===== src/rtl/result_digit_reader.sv =====
// ============================================================================
// Module   : result_digit_reader
// Brief    : Converts a captured 32-bit result to BCD (double-dabble) and
//            streams the significant digits MSD-first over valid/ready.
//            Optional macro RESULT_SIGNED_EN: treat data_in as two's complement.
// Revision : 1.0 - initial release
// ============================================================================
`default_nettype none

module result_digit_reader (
    input  logic        clk,
    input  logic        reset,
    input  logic        start,
    input  logic [31:0] data_in,
    output logic        busy,
    output logic [3:0]  digit,
    output logic        digit_valid,
    input  logic        digit_ready,
    output logic        digit_last,
    output logic        negative
);

    typedef enum logic [1:0] {
        S_IDLE    = 2'd0,
        S_CONVERT = 2'd1,
        S_ALIGN   = 2'd2,
        S_SEND    = 2'd3
    } state_t;

    localparam logic [4:0] c_LAST_STEP = 5'd31;
    localparam int         c_NIBBLES   = 10;

    state_t      r_state;
    state_t      w_state_next;
    logic [31:0] r_bin;
    logic [39:0] r_bcd;
    logic [4:0]  r_step;
    logic [3:0]  r_index;
    logic [39:0] w_bcd_adj;
    logic [31:0] w_magnitude;
    logic [3:0]  w_msd_index;
    logic        w_xfer;

`ifdef RESULT_SIGNED_EN
    assign w_magnitude = data_in[31] ? (~data_in + 32'd1) : data_in;

    logic r_negative;
    always_ff @(posedge clk or posedge reset) begin
        if (reset) begin
            r_negative <= 1'b0;
        end else if (r_state == S_IDLE && start) begin
            r_negative <= data_in[31];
        end
    end
    assign negative = r_negative;
`else
    assign w_magnitude = data_in;
    assign negative    = 1'b0;
`endif

    // Add-3 correction applied to every nibble before each shift.
    generate
        for (genvar g = 0; g < c_NIBBLES; g++) begin : g_dabble
            assign w_bcd_adj[4*g +: 4] = (r_bcd[4*g +: 4] >= 4'd5) ?
                                         (r_bcd[4*g +: 4] + 4'd3) : r_bcd[4*g +: 4];
        end
    endgenerate

    // Highest nonzero nibble wins; an all-zero result points at the units digit.
    always_comb begin
        w_msd_index = 4'd0;
        for (int i = 0; i < c_NIBBLES; i++) begin
            if (r_bcd[4*i +: 4] != 4'd0) begin
                w_msd_index = 4'(i);
            end
        end
    end

    assign w_xfer = (r_state == S_SEND) && digit_ready;

    always_ff @(posedge clk or posedge reset) begin
        if (reset) begin
            r_state <= S_IDLE;
        end else begin
            r_state <= w_state_next;
        end
    end

    always_comb begin
        w_state_next = r_state;
        busy         = 1'b0;
        digit        = 4'd0;
        digit_valid  = 1'b0;
        digit_last   = 1'b0;
        case (r_state)
            S_IDLE: begin
                if (start) begin
                    w_state_next = S_CONVERT;
                end
            end
            S_CONVERT: begin
                busy = 1'b1;
                if (r_step == c_LAST_STEP) begin
                    w_state_next = S_ALIGN;
                end
            end
            S_ALIGN: begin
                busy         = 1'b1;
                w_state_next = S_SEND;
            end
            S_SEND: begin
                busy        = 1'b1;
                digit_valid = 1'b1;
                digit       = r_bcd[{r_index, 2'b00} +: 4];
                digit_last  = (r_index == 4'd0);
                if (w_xfer && r_index == 4'd0) begin
                    w_state_next = S_IDLE;
                end
            end
            default: w_state_next = S_IDLE;
        endcase
    end

    always_ff @(posedge clk or posedge reset) begin
        if (reset) begin
            r_bin   <= 32'd0;
            r_bcd   <= 40'd0;
            r_step  <= 5'd0;
            r_index <= 4'd0;
        end else begin
            case (r_state)
                S_IDLE: begin
                    if (start) begin
                        r_bin  <= w_magnitude;
                        r_bcd  <= 40'd0;
                        r_step <= 5'd0;
                    end
                end
                S_CONVERT: begin
                    {r_bcd, r_bin} <= {w_bcd_adj, r_bin} << 1;
                    r_step         <= r_step + 5'd1;
                end
                S_ALIGN: begin
                    r_index <= w_msd_index;
                end
                S_SEND: begin
                    if (w_xfer && r_index != 4'd0) begin
                        r_index <= r_index - 4'd1;
                    end
                end
                default: ;
            endcase
        end
    end

endmodule

`default_nettype wire


===== config.mk =====
export PLATFORM = sky130hd
export DESIGN_NAME = result_digit_reader
export DESIGN_NICKNAME = d
export VERILOG_FILES = /design/src/rtl/result_digit_reader.sv
export SDC_FILE = /design/constraint.sdc
export NUM_CORES = 1
export LEC_CHECK = 0
export BUFFER_PORTS_ARGS = -buffer_cell sky130_fd_sc_hd__buf_4
export CORE_ASPECT_RATIO = 1.5
export CORE_UTILIZATION = 50
export DETAILED_ROUTE_END_ITERATION = 16
export PLACE_DENSITY = 0.69
export SKIP_CTS_REPAIR_TIMING = 1
export SLEW_MARGIN = 20
export SYNTH_ARGS = -nofsm -noshare
export SYNTH_HDL_FRONTEND = slang
export SYNTH_SLANG_ARGS = --single-unit

===== constraint.sdc =====
create_clock -name clk -period 3.7 [get_ports clk]
set_clock_uncertainty 0.15 [all_clocks]
set_input_delay 0.185 -clock clk [delete_from_list [all_inputs] [get_ports clk]]
set_output_delay 0.185 -clock clk [all_outputs]
set_load 0.02 [all_outputs]

# After elaboration in Yosys (flattened, before gate mapping)
# Cells that the tools add are included.
# Widths: inputs -> output; s select.
# op_classes
n_addsub,12
magnitude_cmp,10
eq_ne,8
shifts,1
n_mux,35
reduce_logical,21
# op_table
cell,count
$pmux 40 s2,1
$mux 4,18
$pmux 32 s2,1
$ge 4x3->1 const B,10
$mux 40,1
$reduce_bool 4->1,10
$shiftx 40x7->4,1
$add 4x2->4 const B,9
$mux 32,1
$pmux 5 s2,1
$mux 2,4
$pmux 2 s4,1
$pmux 4 s2,1
$add 5x1->5 const B,1
$eq 5x5->1 const B,1
$mux 5,1
$eq 2x2->1 const B,2
$logic_not 4->1,1
$mux 1,4
$ne 2x1->1 const B,2
$ne 2x2->1 const B,2
$reduce_and 2->1,2
$reduce_bool 2->1,2
$sub 4x1->4 const B,1
7 further kinds,9
# totals
reg_bits,83
inputBits,36
out_inout_bits,8
word_cells,92

# Logic depth before layout (Yosys ltp)
# Gate-level depths: netlist of the first run.
# logic_depth
ltp_word,11
depth_mapped,9
mapped_depth_nobuf,6

# Least setup slack after synthesis of the first run
# No wires, ideal clock.
# synth_timing
kind,reg2reg
from,register r_index[0]
to,register r_index[0]
setup_ps,126
arrival_ps,1967
t_required_ps,3424
slack_ps,1457
stages_incl_launch_ff,9
path_buffers,3
synth_period_minus_slack_ps,2243
path_cell_list,dfrtp_1 > clkbuf_8 > clkbuf_8 > inv_1 > ha_1 > and4bb_2 > or2_2 > clkbuf_1 > a221o_1
# synth_between
elab_chain_cells,4
elab_cells_between_ends,7
classes_between,add/sub: 1; eq/ne: 1; mux: 2; reduce/logical: 3
# synth_lines
item,line_no,rtl
from (decl),38,logic [3:0] r_index;
from (signal assigned),144,r_index <= w_msd_index;
from (signal assigned),148,r_index <= r_index - 4'd1;
"parallel branches: the longest is 4 deep, another holds $sub 4x1->4",n/a,
# Parallel ways; which one is timed is not known. The select of a mux whose other input is x is not followed.
# A chain may end at the register's enable or synchronous reset.

# Final worst setup path of the first run
# layout_timing
from,register r_index[0]
to,output port digit[2]
# layout_between
elab_chain_cells,2
# layout_lines
item,line_no,rtl
$shiftx 40x7->4,114,"digit = r_bcd[{r_index, 2'b00} +: 4];"
$mux 4,95,case (r_state)
to (decl),16,"output logic [3:0] digit,"
# Every way passes these cells.

==> impl_metrics.yaml, run 1 <==
cells_and_area:
  area_growth_syn_to_layout_pct: 16.3
  nNetsFinal: 574
  postLayoutCoreUtil_pct: 60.2
  fillerInstances: 784
  diode_insertion_count_for_antenna_repair: 0
  post_route_cells_drive_above_1_share_pct: 15.5
synth:
  number_of_distinct_library_cells_after_synthesis: 50
  synth-compound-area-share_pct: 18.1
  yosysTopAreaCell: "dfrtp_1"
  largest_family_of_logic_cells_by_synthesized_area: "compound AO/OA/AOI/OAI gates"
  synth.most_common_cell: "dfrtp_1"
  synth_xor_area_share_pct: 2.36
  synth_enable_flop_cells: 0
  post_synth_inst_count: 468
  syn-cell-area_um2: 4820
  synth_fa_ha_area_share_pct: 7.01
  yosys-mux-area-fraction_pct: 12.8
  synthArstFlopShare_pct: 100
  netlist_top_cells_area: "dfrtp_1 43%, mux2i_1 8.3%, ha_1 7.0%"
  synth_seq_cells: 83
  synth_simple_gate_area_share_pct: 11.3
  yosysWarnings: 0
  dominantRegCellSynth: "dfrtp_1"
  synth.net_count: 531
  synth_top_cell_area_share_pct: 43.1
  seq_area_frac_synth_pct: 43.1
  post_synth.cell_area_avg_um2: 10.3
  netlist_top_cells_count: "83 x dfrtp_1, 40 x mux2i_1, 39 x o21ai_0"
place:
  dpl.hpwl_um: 7200
  place.gp.congestion: 0.828
  port_buffers: 42
flow_run:
  maxCapViolations: 0
clocking:
  tritoncts_num_sinks: 83
  cts-buffers-inserted: 9
  clk_path_buf_depth: 2
  cts.root.buffer_cell: "clkbuf_16"
  clkSlewWorstSetupHoldPaths_ps: 60
  clk-insertion-delay-late_ps: 340
  cts_max_level: 3
  cts_tree: "built"
global_routing:
  grt_antenna_before_repair: 0
  gr-total-overflow: 0
  first_pass_grt_wire_length_um: 17600
  first_global_vias: 3732
  grt_start_max_net_pins: 53
  global_route.usage.total_pct: 23.2
detailed_routing:
  drt_pre_antenna_iters: 4
  wire_per_inst_um: 16.7
  route.vias.total: 3680
  drtAntennaViolNets: 0
  drt_wirelength_um: 10500
  via_per_inst: 5.87
  drt_first_iter_violations: 168
  route.detailed.drc: 0
pwr:
  vdd.ir_drop.worst_mv: 0.566
  seq_power_share_pct: 32.6
  cell_internal_pwr_uw: 2950
  p_leak_uw: 0.00253
  power.combinational.fraction_pct: 50.3
  power.switching_uw: 2140
  fin_total_pwr_uw: 5090
  pwr-share-clk_pct: 17.1
  switching_share_pct: 42.1
  power.density_cell_area_nw_per_um2: 908
setup_path:
  worstRegToRegCells: 7
  end_kind: "output pin"
  worst_setup_path_endpoint: "digit[2]"
  critPathLaunchType: "flip-flop"
  regToRegEndpoint: "r_bcd[11]"
  crit_required_ps: 3370
  cp_arrival_ps: 2270
  top_fanout_value_on_the_critical_path: 16
  regToRegStartpoint: "r_state[1]"
  worstSetupStartpoint: "r_index[0]"
  rrSetupSlack_ps: 1240
  critical_path_class: "reg2out"
sta:
  worst_hold_margin_ps: -15.2
  report.final.setup_viol: 0
  post-route-min-period_ps: 2600
  fin_crit_sh_pct: 70.3
  max-slew-margin-rel_pct: 39.3
  timing_worst_slew_pin_value_ps: 910
  totalNegativeSetupSlack_ps: 0
  achievable-frequency_mhz: 384
  timing_hold_violations_final: 9
  final-max-slew-violation-count: 0
  unrepaired_setup_endpoints_after_global_routing: "no"
die:
  dieHeight_um: 122
  dieArea_um2: 10000
  chipWidth_um: 82.2
  io_pins: 44
  rows: 43
  core_area_um2: 9310
  start_util_pct: 51.8
status:
  violations_in_the_final_reports: "hold timing"
  outcome: "complete, but fails checks"
min_path:
  hold_path.class: "in2reg"
-- metal layers --
layer	vias to the layer above	global-route usage, %	part of all wire [%]
met1	1784	27.7	43
met2	77	39.8	51
met4	0	10.7	2.8
met5	-	0	0
met3	22	4.01	3.0
li1	1797	-	-
-- cell type report --
class,count,area (um2),share of cell area [%]
well taps,112,140,2.50
clock buffers,10,229,4.08
repair buffers,59,485,8.66
inverters,30,114,2.03
clock inverters,5,55.1,0.982
flip-flops and latches,83,2080,37.0
multi-input cells,328,2510,44.7
-- flip-flops by register name, summed over array words and instances (netlist names) --
register and cells:
r_bcd 40, r_bin 32, r_index 4, r_state 2
r_step 5
-- per-stage QoR --
step	cell area (um2)	setup WS [ps]	std cells	hold WS, ps
6_report	5610	1100	627	-15.2
4_1_cts	5490	1050	615	-99.9
2_1_floorplan	4820	1230	468	187
3_5_place_dp	5200	1230	600	259
3_3_place_gp	5200	1320	600	257
5_1_grt	5610	949	627	1.97
-- worst max-delay path, stage by stage, from the launching register on --
cell and delay [ps]:
dfrtp_1 850, mux4_1 650, mux2i_1 150, o22ai_1 110, buf_4 170
-- worst min path at each step --
stage / from / endpoint / slack [ps] / depth (start not counted)
final: data_in[18] / r_bin[18] / -20 / 3
after global routing: data_in[5] / r_bin[5] / 2 / 3
after CTS: reset / r_bin[25] / -100 / 2
after detailed placement: reset / r_bin[25] / 260 / 2
after global placement: reset / r_bin[9] / 260 / 2
after floorplan: data_in[23] / r_bin[23] / 190 / 2
-- cell families (layout without fill, tap and decap cells) --
logic type,count (synthesis),after routing
other,1,1
adders and majority gates,27,27
buffers and inverters,57,104
and+or+nand+nor,102,102
xor gates and xnor gates,13,13
AOI/OAI and AO/OA,134,134
muxes,51,51
DFF,83,83
-- power groups by stage --
stage	clock, uW	sequential, uW	combinational [uW]
after floorplan	0	1500	2120
after global placement	0	1660	2490
after detailed placement	0	1670	2560
after CTS	891	1660	2570
after global routing	923	1720	2880
final	869	1660	2560
-- layout by cell type (no fill, tap or decap), types with 19 or more instances in the layout --
cell type	instances
dfrtp_1	83
buf_4	46
mux2i_1	40
o21ai_0	38
nand2_1	32
o22ai_1	31
inv_1	28
ha_1	27
nor2_1	25
a21oi_1	19
No activity file was read; power rests on OpenSTA's default activity.
==> run 2, diff against run 1 <==
--- a/config.mk
+++ b/config.mk
@@ -5,6 +5,7 @@
 export SDC_FILE = /design/constraint.sdc
 export NUM_CORES = 1
 export LEC_CHECK = 0
+export ABC_AREA = 1
 export BUFFER_PORTS_ARGS = -buffer_cell sky130_fd_sc_hd__buf_4
 export CORE_ASPECT_RATIO = 1.5
 export CORE_UTILIZATION = 50
==> constraint.sdc (replaced) <==
create_clock -name clk -period 2.5 [get_ports clk]
set_clock_uncertainty 0.15 [all_clocks]
set_input_delay 0.125 -clock clk [delete_from_list [all_inputs] [get_ports clk]]
set_output_delay 0.125 -clock clk [all_outputs]
set_load 0.02 [all_outputs]
==> impl_metrics.yaml, run 2 <==
sta:
  max-slew-margin-rel_pct: 51.8
  timing.final.ws_setup_ps: 216
  final-max-slew-violation-count: 0
  timing_hold_violations_final: 0
  report.final.setup_viol: 0
  timing_worst_slew_pin_value_ps: 722
  fin_crit_sh_pct: 91.4
  totalNegativeSetupSlack_ps: 0
  post-route-min-period_ps: 2280
  achievable-frequency_mhz: 438
  unrepaired_setup_endpoints_after_global_routing: "no"
synth:
  netlist_top_cells_area: "dfrtp_1 41%, o21ai_0 9.7%, nand2_1 7.9%"
  synth_seq_cells: 83
  synth_top_cell_area_share_pct: 41.1
  synth_enable_flop_cells: 0
  yosysTopAreaCell: "dfrtp_1"
  netlist_top_cells_count: "107 x nand2_1, 98 x o21ai_0, 97 x inv_1"
  syn-cell-area_um2: 5060
  synth.net_count: 690
  synthArstFlopShare_pct: 100
  yosysWarnings: 0
  synth.most_common_cell: "nand2_1"
  post_synth_inst_count: 627
  number_of_distinct_library_cells_after_synthesis: 37
  dominantRegCellSynth: "dfrtp_1"
  post_synth.cell_area_avg_um2: 8.07
  seq_area_frac_synth_pct: 41.1
global_routing:
  first_global_vias: 4291
  grt_start_max_net_pins: 53
  first_pass_grt_wire_length_um: 18900
  grt_antenna_before_repair: 0
  global_route.usage.total_pct: 22.3
  gr-total-overflow: 0
cells_and_area:
  area_growth_syn_to_layout_pct: 18.7
  most-common-layout-cells: "107 x nand2_1, 98 x o21ai_0, 96 x inv_1"
  final_area_um2: 6000
  post_route_cells_drive_above_1_share_pct: 14.6
  max_ffs_per_register: 40
  diode_insertion_count_for_antenna_repair: 0
  nNetsFinal: 755
  layout_top_registers: "r_bcd: 40 flops, r_bin: 32 flops, r_step: 5 flops"
  layout_commonest_cell: "nand2_1"
  largest_register: "r_bcd"
clocking:
  clk-insertion-delay-late_ps: 330
  cts_max_level: 3
  clkSlewWorstSetupHoldPaths_ps: 60
  cts-buffers-inserted: 9
  cts_tree: "built"
  cts.root.buffer_cell: "clkbuf_16"
  clk_path_buf_depth: 2
  tritoncts_num_sinks: 83
pwr:
  power.density_cell_area_nw_per_um2: 1180
  vdd.ir_drop.worst_mv: 0.725
  fin_total_pwr_uw: 7110
  p_leak_uw: 0.00284
detailed_routing:
  drt_pre_antenna_iters: 4
  wire_per_inst_um: 14.5
  drt_first_iter_violations: 236
  via_per_inst: 5.52
  route.detailed.drc: 0
  drt_wirelength_um: 11700
  drtAntennaViolNets: 0
  route.vias.total: 4465
place:
  placedInstanceArea_um2: 5420
  placement.setup.worst_slack_ps: 261
  dpl.hpwl_um: 8070
  port_buffers: 42
  place.gp.congestion: 0.951
die:
  chipWidth_um: 84.1
  dieHeight_um: 125
  start_util_pct: 51.9
  dieArea_um2: 10500
  io_pins: 44
  rows: 44
  core_area_um2: 9740
setup_path:
  critical_path_class: "reg2out"
  total_buffers_and_inverters_traversed_by_the_critical_path: 2
  cp_arrival_ps: 2010
  cpMaxStageDelayCell: "dfrtp_1"
  crit_required_ps: 2230
  worst_path_dominant_cell_family: "flip-flops"
  critPathLaunchType: "flip-flop"
  max_stage_delay_ps: 640
  path_cells: "inv_2 -> a21oi_1 -> o21ai_0 -> nand3_1 -> nand3_1 -> a21oi_1 -> buf_4"
  end_kind: "output pin"
  top_fanout_value_on_the_critical_path: 18
status:
  outcome: "finished clean"
flow_run:
  maxCapViolations: 0
min_path:
  hold_path.class: "in2async"
run 2: cell count changes in the layout (fill, tap and decap cells not counted), moves of 12 or more:
cell           before  now
nand2_1            32  107
inv_1              28   96
o21ai_0            38   98
mux2i_1            40    0
nand3_1             2   32
o22ai_1            31    2
dlygate4sd3_1      12   33
o211ai_1            0   18
nor3b_1            12    0
o22ai_2             0   12
run 2: metal layers:
| layer | up-vias | share of wire (%) | track usage, % |
|---|---|---|---|
| li1 | 2221 | - | - |
| met1 | 2142 | 41 | 25.6 |
| met2 | 80 | 54 | 40.1 |
| met3 | 22 | 2.7 | 3.63 |
| met4 | 0 | 2.7 | 10.2 |
| met5 | - | 0 | 0 |
run 2: final timing paths:
check / depth (start not counted) / startpoint / to / slack [ps]
setup / recovery: 7 / r_index[0] / digit[3] / 220
hold / removal: 3 / reset / r_bin[27] / 60
setup reg to reg: 8 / r_state[0] / r_bcd[21] / 230
hold reg to reg: 2 / r_bin[22] / r_bin[22] / 340
max in group asynchronous: 4 / reset / r_bcd[29] / 1330
min in group clk: 5 / digit_ready / r_index[2] / 120
run 2: cells by family (layout without fill, tap and decap cells):
logic type,Yosys count,count (layout),share of synthesized area [%]
AOI/OAI and AO/OA,200,200,25.6
xor gates and xnor gates,5,5,0.866
adders and majority gates,27,27,6.68
buffers and inverters,131,198,10.7
DFF,83,83,41.1
other,1,1,0.0741
and+or+nand+nor,180,180,15.0
run 2: where the power goes:
part           total, uW  switching (uW)  internal (uW)
Combinational       3670            2390           1290
Sequential          2230             364           1860
Clock               1210             527            680
Total               7110            3280           3830
run 2: through the flow:
stage,std cells,hold WS [ps],util [%]
finish,809,57.2,61.6
global placement,763,-151,55.6
floorplan,627,96.0,-
detailed placement,763,-148,55.6
CTS,776,-508,58.2
global route,809,73.6,61.6
run 2: area by class of cell:
| type | instances | area [um2] |
|---|---|---|
| Clock inverter | 3 | 17.5 |
| Clock buffer | 10 | 239 |
| Inverter | 102 | 384 |
| Sequential cell | 83 | 2080 |
| Fill cell | 842 | 3740 |
| Multi-Input combinational cell | 413 | 2440 |
| Tap cell | 115 | 144 |
| Timing Repair Buffer | 83 | 706 |
run 2: worst reg2reg max path: cells and delay by family, from the launching register on:
family	cells	cell delay (ps)
buffers and inverters	3	750
AOI/OAI and AO/OA	2	420
DFF	1	380
and+or+nand+nor	2	260
adders and majority gates	1	230
==> run 3, diff against run 2 <==
--- a/config.mk
+++ b/config.mk
@@ -8,9 +8,9 @@
 export ABC_AREA = 1
 export BUFFER_PORTS_ARGS = -buffer_cell sky130_fd_sc_hd__buf_4
 export CORE_ASPECT_RATIO = 1.5
-export CORE_UTILIZATION = 50
+export CORE_UTILIZATION = 60
 export DETAILED_ROUTE_END_ITERATION = 16
-export PLACE_DENSITY = 0.69
+export PLACE_DENSITY = 0.8
 export SKIP_CTS_REPAIR_TIMING = 1
 export SLEW_MARGIN = 20
 export SYNTH_ARGS = -nofsm -noshare
==> impl_metrics.yaml, run 3 (synthesized netlist as in run 2, its figures left out) <==
cells_and_area:
  multi_input_comb_area_um2: 2440
  max_ffs_per_register: 40
  largest_register: "r_bcd"
  diode_insertion_count_for_antenna_repair: 0
  area_growth_syn_to_layout_pct: 19.6
  most-common-layout-cells: "107 x nand2_1, 98 x o21ai_0, 96 x inv_1"
  post_route_cells_drive_above_1_share_pct: 14.5
  layout_top_registers: "r_bcd: 40 flops, r_bin: 32 flops, r_step: 5 flops"
  layout_commonest_cell: "nand2_1"
  nNetsFinal: 754
  sequential_cell_area_um2: 2080
  fillerInstances: 599
sta:
  max-slew-margin-rel_pct: 49.8
  timing.final.ws_setup_ps: 112
  timing_worst_slew_pin_value_ps: 753
  totalNegativeSetupSlack_ps: 0
  unrepaired_setup_endpoints_after_global_routing: "no"
  achievable-frequency_mhz: 419
  final-max-slew-violation-count: 0
  timing_hold_violations_final: 0
  report.final.setup_viol: 0
  post-route-min-period_ps: 2390
  fin_crit_sh_pct: 95.5
place:
  place.gp.congestion: 0.931
  dpl.hpwl_um: 8030
  placement.setup.worst_slack_ps: 208
  port_buffers: 42
pwr:
  pwr-share-clk_pct: 18.8
  seq_power_share_pct: 30.1
  switching_share_pct: 45.8
  p_leak_uw: 0.00286
  power.switching_uw: 3440
  power.combinational.fraction_pct: 51.1
  power.density_cell_area_nw_per_um2: 1240
  cell_internal_pwr_uw: 4060
  vdd.ir_drop.worst_mv: 0.881
clocking:
  clk-insertion-delay-late_ps: 340
  cts.root.buffer_cell: "clkbuf_16"
  clk_path_buf_depth: 2
  clkSlewWorstSetupHoldPaths_ps: 60
  cts-buffers-inserted: 9
  cts_tree: "built"
  tritoncts_num_sinks: 83
  cts_max_level: 3
setup_path:
  top_fanout_value_on_the_critical_path: 42
  total_buffers_and_inverters_traversed_by_the_critical_path: 4
  cp_arrival_ps: 2490
  critical_path_depth: 9
  end_kind: "flip-flop"
  path_cells: "inv_1 -> ha_1 -> inv_2 -> or2_4 -> nand2_4 -> buf_4 -> inv_2 -> o21ai_0 -> o22ai_2"
  cpMostUsedCell: "inv_2"
  worst_path_dominant_cell_family: "buffers and inverters"
  worstRegToRegCells: 9
  crit_required_ps: 2600
  critPathLaunchType: "flip-flop"
  max_stage_delay_ps: 560
  critical_path_class: "reg2reg"
  cpMaxStageDelayCell: "inv_2"
die:
  dieHeight_um: 114
  rows: 40
  start_util_pct: 62.4
  dieArea_um2: 8810
  io_pins: 44
  core_area_um2: 8110
  chipWidth_um: 77.0
global_routing:
  global_route.usage.met2_pct: 50.7
  first_pass_grt_wire_length_um: 19600
  met3_usage_pct: 3.90
  first_global_vias: 4259
  globalRouteMet1Util_pct: 33.1
  grt_busiest_layer: "met2"
  grt_antenna_before_repair: 0
  grt_start_max_net_pins: 59
  gr-total-overflow: 0
  global_route.usage.total_pct: 28.3
detailed_routing:
  via_per_inst: 5.75
  drt_wirelength_um: 12200
  drt_pre_antenna_iters: 5
  drtAntennaViolNets: 0
  wire_per_inst_um: 15.3
  route.vias.total: 4606
  drt_first_iter_violations: 423
  route.detailed.drc: 0
flow_run:
  maxCapViolations: 0
min_path:
  min_delay_path_depth: 5
  hold_path.class: "in2reg"
status:
  outcome: "finished clean"
[run 3: cell count changes in the layout (fill, tap and decap cells not counted)]
cell,delta
buf_4,-2
clkbuf_1,+2
bufinv_16,+2
clkbuf_8,-1
buf_12,+1
[run 3: worst paths after layout]
path	startpoint	endpoint	slack, ps
worst max-delay path	r_state[0]	r_bcd[25]	110
worst max register to register	r_state[0]	r_bcd[25]	110
min in group asynchronous	reset	r_bin[27]	200
worst min-delay path	digit_ready	r_index[2]	120
max in group asynchronous	reset	r_bcd[39]	1310
worst min register to register	r_bin[21]	r_bin[21]	340
[run 3: routing by layer]
layer,routed length [um],up-vias
li1,-,2223
met1,4870,2166
met2,6300,172
met3,543,45
met4,507,0
met5,0,-
[run 3: stage by stage]
stage / cell area, um2 / hold slack [ps] / total power (uW) / instances / utilization, %
after detailed placement: 5410 / 19.4 / 5970 / 752 / 66.7
after global placement: 5410 / 6.46 / 5790 / 752 / 66.7
after CTS: 5720 / -333 / 7400 / 768 / 70.6
after global routing: 6050 / 173 / 8110 / 801 / 74.6
final: 6050 / 124 / 7500 / 801 / 74.6
after floorplan: 5060 / 96.0 / 5140 / 627 / -
[run 3: power groups by stage]
| stage | clock network [uW] | registers [uW] | logic (uW) |
|---|---|---|---|
| 2_1_floorplan | 0 | 2100 | 3040 |
| 3_3_place_gp | 0 | 2230 | 3560 |
| 3_5_place_dp | 0 | 2260 | 3700 |
| 4_1_cts | 1420 | 2250 | 3730 |
| 5_1_grt | 1470 | 2310 | 4330 |
| 6_report | 1410 | 2260 | 3840 |
[run 3: cell type report]
type | count | share of cell area, %
Clock buffer | 11 | 3.85
Clock inverter | 5 | 1.28
Inverter | 102 | 6.35
Multi-Input combinational cell | 413 | 40.3
Sequential cell | 83 | 34.3
Tap cell | 105 | 2.17
Timing Repair Buffer | 82 | 11.7
[run 3: worst min-delay path, delay by kind of cell]
kind | cells | cell delay, ps
compound gates | 2 | 140
buf+inv | 1 | 120
simple gates | 2 | 180
